### config.mk
export PLATFORM = sky130hd
export DESIGN_NAME = io_debounce
export DESIGN_NICKNAME = d
export VERILOG_FILES = /design/src/rtl/io_debounce_pkg.sv /design/src/rtl/io_debounce_ch.sv /design/src/rtl/io_debounce.sv
export SDC_FILE = /design/constraint.sdc
export NUM_CORES = 1
export LEC_CHECK = 0
export ABC_CLOCK_PERIOD_IN_PS = 2500
export CAP_MARGIN = 0
export CORE_MARGIN = 3
export CORE_UTILIZATION = 45
export DETAILED_ROUTE_END_ITERATION = 8
export GPL_ROUTABILITY_DRIVEN = 1
export GPL_TIMING_DRIVEN = 0
export HOLD_SLACK_MARGIN = 0.05
export PLACE_DENSITY_LB_ADDON = 0.12
export SLEW_MARGIN = 20
export SYNTH_ARGS = -nofsm -noshare
export SYNTH_HDL_FRONTEND = slang
export SYNTH_SLANG_ARGS = --single-unit
### constraint.sdc
create_clock -name clk -period 2.5 [get_ports clk]
set_input_delay 0.375 -clock clk [delete_from_list [all_inputs] [get_ports clk]]
set_output_delay 0.375 -clock clk [all_outputs]
set_load 0.05 [all_outputs]
### src/rtl/io_debounce_pkg.sv
// Shared types and constants for the switch debouncer.
// The optional toggle output is enabled with the IO_DEBOUNCE_TOGGLE_EN macro.
package io_debounce_pkg;

    typedef enum logic [1:0] {
        ST_LO,
        PEND_HI,
        ST_HI,
        PEND_LO
    } deb_state_t;

    localparam int DEB_10MS_AT_12M5 = 125000;

endpackage

### src/rtl/io_debounce_ch.sv
// One switch channel: synchroniser, counter-based debounce FSM and edge strobes.
// With IO_DEBOUNCE_TOGGLE_EN defined, it also provides a push-on/push-off toggle bit.
module io_debounce_ch
    import io_debounce_pkg::*;
#(
    parameter int SYNC_STAGES     = 2,
    parameter int DEBOUNCE_CYCLES = DEB_10MS_AT_12M5
) (
    input  logic clk,
    input  logic reset,
    input  logic raw,
    output logic stable,
    output logic rise,
    output logic fall,
`ifdef IO_DEBOUNCE_TOGGLE_EN
    output logic toggle,
`endif
    output logic pend
);

    localparam int CNT_W = $clog2(DEBOUNCE_CYCLES + 1);
    localparam logic [CNT_W-1:0] CNT_MAX = CNT_W'(DEBOUNCE_CYCLES);

    logic [SYNC_STAGES-1:0] sync_q;
    logic                   sync;
    deb_state_t             state_q, state_d;
    logic [CNT_W-1:0]       cnt_q, cnt_d;
    logic                   rise_q, rise_d;
    logic                   fall_q, fall_d;

    assign sync = sync_q[SYNC_STAGES-1];

    always_ff @(posedge clk) begin
        if (reset) begin
            sync_q  <= '0;
            state_q <= ST_LO;
            cnt_q   <= '0;
            rise_q  <= 1'b0;
            fall_q  <= 1'b0;
        end else begin
            sync_q  <= {sync_q[SYNC_STAGES-2:0], raw};
            state_q <= state_d;
            cnt_q   <= cnt_d;
            rise_q  <= rise_d;
            fall_q  <= fall_d;
        end
    end

    // The counter restarts at 1 on entry to a pending state, so a change is
    // accepted once DEBOUNCE_CYCLES+1 consecutive synced samples agree.
    always_comb begin
        state_d = state_q;
        cnt_d   = cnt_q;
        rise_d  = 1'b0;
        fall_d  = 1'b0;
        case (state_q)
            ST_LO: begin
                if (sync) begin
                    state_d = PEND_HI;
                    cnt_d   = CNT_W'(1);
                end
            end
            PEND_HI: begin
                if (!sync) begin
                    state_d = ST_LO;
                    cnt_d   = '0;
                end else if (cnt_q == CNT_MAX) begin
                    state_d = ST_HI;
                    cnt_d   = '0;
                    rise_d  = 1'b1;
                end else begin
                    cnt_d = cnt_q + CNT_W'(1);
                end
            end
            ST_HI: begin
                if (!sync) begin
                    state_d = PEND_LO;
                    cnt_d   = CNT_W'(1);
                end
            end
            PEND_LO: begin
                if (sync) begin
                    state_d = ST_HI;
                    cnt_d   = '0;
                end else if (cnt_q == CNT_MAX) begin
                    state_d = ST_LO;
                    cnt_d   = '0;
                    fall_d  = 1'b1;
                end else begin
                    cnt_d = cnt_q + CNT_W'(1);
                end
            end
            default: begin
                state_d = ST_LO;
                cnt_d   = '0;
            end
        endcase
    end

    assign stable = (state_q == ST_HI) || (state_q == PEND_LO);
    assign pend   = (state_q == PEND_HI) || (state_q == PEND_LO);
    assign rise   = rise_q;
    assign fall   = fall_q;

`ifdef IO_DEBOUNCE_TOGGLE_EN
    logic toggle_q;

    always_ff @(posedge clk) begin
        if (reset) begin
            toggle_q <= 1'b0;
        end else begin
            toggle_q <= toggle_q ^ rise_q;
        end
    end

    assign toggle = toggle_q;
`endif

endmodule

### src/rtl/io_debounce.sv
// Debounces NUM_CH slide switches in the system clock domain.
// Defining IO_DEBOUNCE_TOGGLE_EN adds the toggle_o push-on/push-off outputs.
module io_debounce
    import io_debounce_pkg::*;
#(
    parameter int NUM_CH          = 4,
    parameter int SYNC_STAGES     = 2,
    parameter int DEBOUNCE_CYCLES = DEB_10MS_AT_12M5
) (
    input  logic              clk,
    input  logic              reset,
    input  logic [NUM_CH-1:0] raw_i,
    output logic [NUM_CH-1:0] stable_o,
    output logic [NUM_CH-1:0] rise_o,
    output logic [NUM_CH-1:0] fall_o,
`ifdef IO_DEBOUNCE_TOGGLE_EN
    output logic [NUM_CH-1:0] toggle_o,
`endif
    output logic              busy_o
);

    logic [NUM_CH-1:0] pend;

    for (genvar c = 0; c < NUM_CH; c++) begin : g_ch
        io_debounce_ch #(
            .SYNC_STAGES    (SYNC_STAGES),
            .DEBOUNCE_CYCLES(DEBOUNCE_CYCLES)
        ) u_ch (
            .clk   (clk),
            .reset (reset),
            .raw   (raw_i[c]),
            .stable(stable_o[c]),
            .rise  (rise_o[c]),
            .fall  (fall_o[c]),
`ifdef IO_DEBOUNCE_TOGGLE_EN
            .toggle(toggle_o[c]),
`endif
            .pend  (pend[c])
        );
    end

    // pend is decoded from registered FSM state, so busy_o tracks post-edge state.
    assign busy_o = |pend;

endmodule

==> results.md <==
- Most area-hungry cell type in the Yosys netlist: sky130_fd_sc_hd__dfxtp_1
- Maximum net fanout on the critical path: 10
- Placed Cells: 704
- Post-Synth Simple-Gate Area: 32.3%
- Core area: 9860 um^2
- Worst hold endpoint: g_ch[1].u_ch.sync_q[1]
- Via count: 4066
- Clock tree from TritonCTS: built
- Die boundary width: 107 um
- Layout cells sized above 1: 8.98%
- Startpoint class of the critical path: flip-flop
- Leakage power of the design: 1.80 nW
- Number of synthesized flops with an enable pin: 0
- Sequential fraction of the synthesis area: 40.0%
- Share of total power in sequential cells: 56.2%
- Post-synthesis share of cell area spent on xor and xnor gates: 2.09%
- Initial antenna violation count: 0
- Worst r2r dst: g_ch[3].u_ch.fall
- Proportion of register bits with asynchronous set or reset after synthesis: 0%
- Sum of negative setup slack: 0 ps
- Highest-delay cell along the critical path: sky130_fd_sc_hd__or4_1
- RSZ-0062 raised after global routing: no
- Pin count of the biggest net entering global routing: 17
- Post-synth top area share: 40.0%
- Synthesized netlist net count: 567
- Most frequently used flop master after synthesis: sky130_fd_sc_hd__dfxtp_1
- Critical path cell sequence: clkbuf_1 -> or4_1 -> dlygate4sd2_1
- Clk Tree Root Cell: sky130_fd_sc_hd__clkbuf_8
- CP peak stage delay: 610 ps
- Cells taking the most area after synthesis: sky130_fd_sc_hd__dfxtp_1 40%, sky130_fd_sc_hd__nand3_1 5.0%, sky130_fd_sc_hd__nand2_1 4.2%, sky130_fd_sc_hd__o21ai_0 3.6%, sky130_fd_sc_hd__a21oi_1 3.2%
- Layout-stage area growth over the synthesis result: 12.5%
- Total design power: 0.00265 W
- Count of non-filler cells in the finished layout: 723
- Total wire length: 9960 um
- Average footprint of a synthesized cell: 8.32 um^2
- Required time reported for the critical path endpoint: 2120 ps
- Net count, final: 599
- Drt initial violations: 168
- PwrDens: 512 nW/um^2
- Hold path cells: 1
- Synth cell types: 63
- Internal power consumption: 0.00202 W
- Category of the critical setup timing path: flip-flop to output pin
- Share of total power in the clock network: 39.6%
- Design area: 5180 um^2
- Highest ir drop seen on vdd: 322 uV
- Global routing usage summed across all routing layers: 18.2%
- Multiplexer fraction of the synthesized cell area: 0.652%
- Final min period: 2320 ps
- Transition at the pin with the smallest max-transition slack: 681 ps
- FMAX: 0.432 GHz
- Most instantiated cells after synthesis: 92 x sky130_fd_sc_hd__dfxtp_1, 51 x sky130_fd_sc_hd__nand2_1, 46 x sky130_fd_sc_hd__nand3_1
- Number of remaining DRC errors: 0
- Fraction of the mapped netlist area in compound gates: 16.7%
- Maximum clock insertion buffer count: 2
- Final Cycle Share: 92.6%
- Clock sinks: 92
- # Max-Cap Violations: 0
- Standard-cell rows: 36
- Area after DPL: 4950 um^2
- Number of endpoints failing setup at the final stage: 0
- Global-route wire length before repair: 17500 um
- Comb power frac: 4.2%
- Grt total ovfl: 0
- Starting density of the core: 46.7%
- Largest family of logic cells by synthesized area: simple AND/OR/NAND/NOR gates
- FF-to-FF path depth: 8
- Final Hold Fails: 0
- Clock-pin slew on the worst setup and hold paths: 100 ps
- Result of the run: complete, no violations
- Final slew viol count: 0
- FF-to-FF Start: g_ch[3].u_ch.cnt_q[0]
- Register-to-register path setup slack: 220 ps
- Worst clock skew: 14.4 ps
- Average routed wire per standard cell: 13.8 um
- #FFs+latches synth: 92
- Crit path DAT: 1940 ps
- Global placer's final weighted congestion: 0.891
- Net Sw Power: 0.000632 W
- Via count of the first global-routing pass: 3858
- Kind of end point of the critical path: output pin
- Area share of fa/ha/maj cells after synthesis: 2.17%
- I/O Pins: 19
- Number of instances in the synthesized netlist: 553
- Worst max-slew margin expressed relative to the limit: 54.3%
- Antenna cell count: 0
- Cell area after synthesis: 4600 um^2
- Count of TritonRoute iterations in the first routing pass: 4
- Layout filler cell count: 930
- Class of the tightest hold or removal check: flip-flop to flip-flop
- Clock latency at the later pin of the worst-skew pair: 350 ps
- H-tree level count: 3
- Via-per-instance ratio: 5.62
- Total CTS buffers: 9
- Height of the die: 107 um
- Hold-fix buffer count after cts: 0
- Warnings from Yosys: 0
- HPWL Detailed: 7040 um
- Worst hold path startpoint: g_ch[1].u_ch.sync_q[0]
- Net switching share of the total power: 23.8%
- Worst hold margin: 442 ps
- Final ANT Viol Nets: 0
- Area of the die: 11500 um^2
- Number of input and output port buffers inserted: 18
- Top-count cell post-synth: sky130_fd_sc_hd__dfxtp_1
cell type report:
class,instances,area (um^2),area share (%)
clock buffer,10,138,2.66
buffer,38,216,4.18
tap,133,166,3.21
timing repair buffer,21,201,3.89
sequential,92,1840,35.6
inverter,17,63.8,1.23
multi-input combinational,406,2480,47.9
clock inverter,6,70.1,1.35
metrics by stage:
stage | utilization [%] | setup slack (ps)
after floorplan | - | 496
after global routing | 52.5 | 17.4
after CTS | 52.3 | 154
after global placement | 50.2 | -129
final | 52.5 | 184
after detailed placement | 50.2 | -120
state kept, by name, summed over array words and instances, names as in the netlist, named ones only:
name	flops
g_ch.u_ch.cnt_q	68
g_ch.u_ch.sync_q	8
g_ch.u_ch.fall	4
g_ch.u_ch.rise	4
g_ch.u_ch.state_q	4
kinds of logic (layout without fill, tap and decap cells):
| logic type | after synthesis | after routing |
|---|---|---|
| simple gates | 262 | 262 |
| compound gates | 122 | 122 |
| flops | 92 | 92 |
| buf+inv | 55 | 92 |
| xor+xnor | 11 | 11 |
| fa+ha+maj | 8 | 8 |
| mux | 3 | 3 |
cell usage in the layout, fill, tap and decap left out, types with 8 or more instances in the layout:
cell                              instances
sky130_fd_sc_hd__a211oi_1                 8
sky130_fd_sc_hd__a21oi_1                 29
sky130_fd_sc_hd__a31oi_1                 15
sky130_fd_sc_hd__and3_1                   9
sky130_fd_sc_hd__buf_4                   15
sky130_fd_sc_hd__clkbuf_1                18
sky130_fd_sc_hd__clkbuf_8                10
sky130_fd_sc_hd__clkdlybuf4s50_1         17
sky130_fd_sc_hd__dfxtp_1                 92
sky130_fd_sc_hd__ha_1                     8
sky130_fd_sc_hd__inv_1                   17
sky130_fd_sc_hd__nand2_1                 51
sky130_fd_sc_hd__nand3_1                 46
sky130_fd_sc_hd__nand4_1                 16
sky130_fd_sc_hd__nor2_1                  33
sky130_fd_sc_hd__nor2b_1                 11
sky130_fd_sc_hd__nor3_1                  20
sky130_fd_sc_hd__o21ai_0                 33
sky130_fd_sc_hd__or3_1                   18
sky130_fd_sc_hd__xor2_1                   8
power groups by stage:
| stage | combinational (W) | sequential (W) | clock (W) |
|---|---|---|---|
| 6_report | 0.000111 | 0.00149 | 0.00105 |
| 4_1_cts | 0.000112 | 0.00149 | 0.00108 |
| 2_1_floorplan | 0.0000765 | 0.00152 | 0 |
| 3_5_place_dp | 0.000112 | 0.00152 | 0 |
| 3_3_place_gp | 0.000111 | 0.00152 | 0 |
| 5_1_grt | 0.000125 | 0.00149 | 0.00114 |
worst max path at each step:
stage / startpoint / end / slack, ps / cells past startpoint
finish: g_ch[0].u_ch.state_q[0] / busy_o / 180 / 3
global route: g_ch[3].u_ch.cnt_q[0] / g_ch[3].u_ch.fall / 20 / 8
CTS: g_ch[3].u_ch.cnt_q[0] / g_ch[3].u_ch.fall / 150 / 7
detailed placement: reset / g_ch[3].u_ch.cnt_q[15] / -120 / 7
global placement: reset / g_ch[3].u_ch.cnt_q[15] / -130 / 7
floorplan: g_ch[3].u_ch.cnt_q[0] / g_ch[3].u_ch.cnt_q[14] / 500 / 7
worst max-delay path: cells and delay by family, from the launching register on:
| family | cells | cell delay, ps |
|---|---|---|
| flops | 1 | 320 |
| simple gates | 1 | 610 |
| buf+inv | 2 | 650 |
timing repair:
item                       in CTS  in global routing
gates resized for setup         1                  0
setup buffers                   0                  3
setup endpoints to repair       1                  1
pin swaps                       0                  1
metal layers:
layer	GRT usage, %	routed length [um]
met3	2.53	310
met2	28.1	4390
met5	0	0
met1	26.2	5190
met4	5.84	73
(Power assumes the default switching activity.)
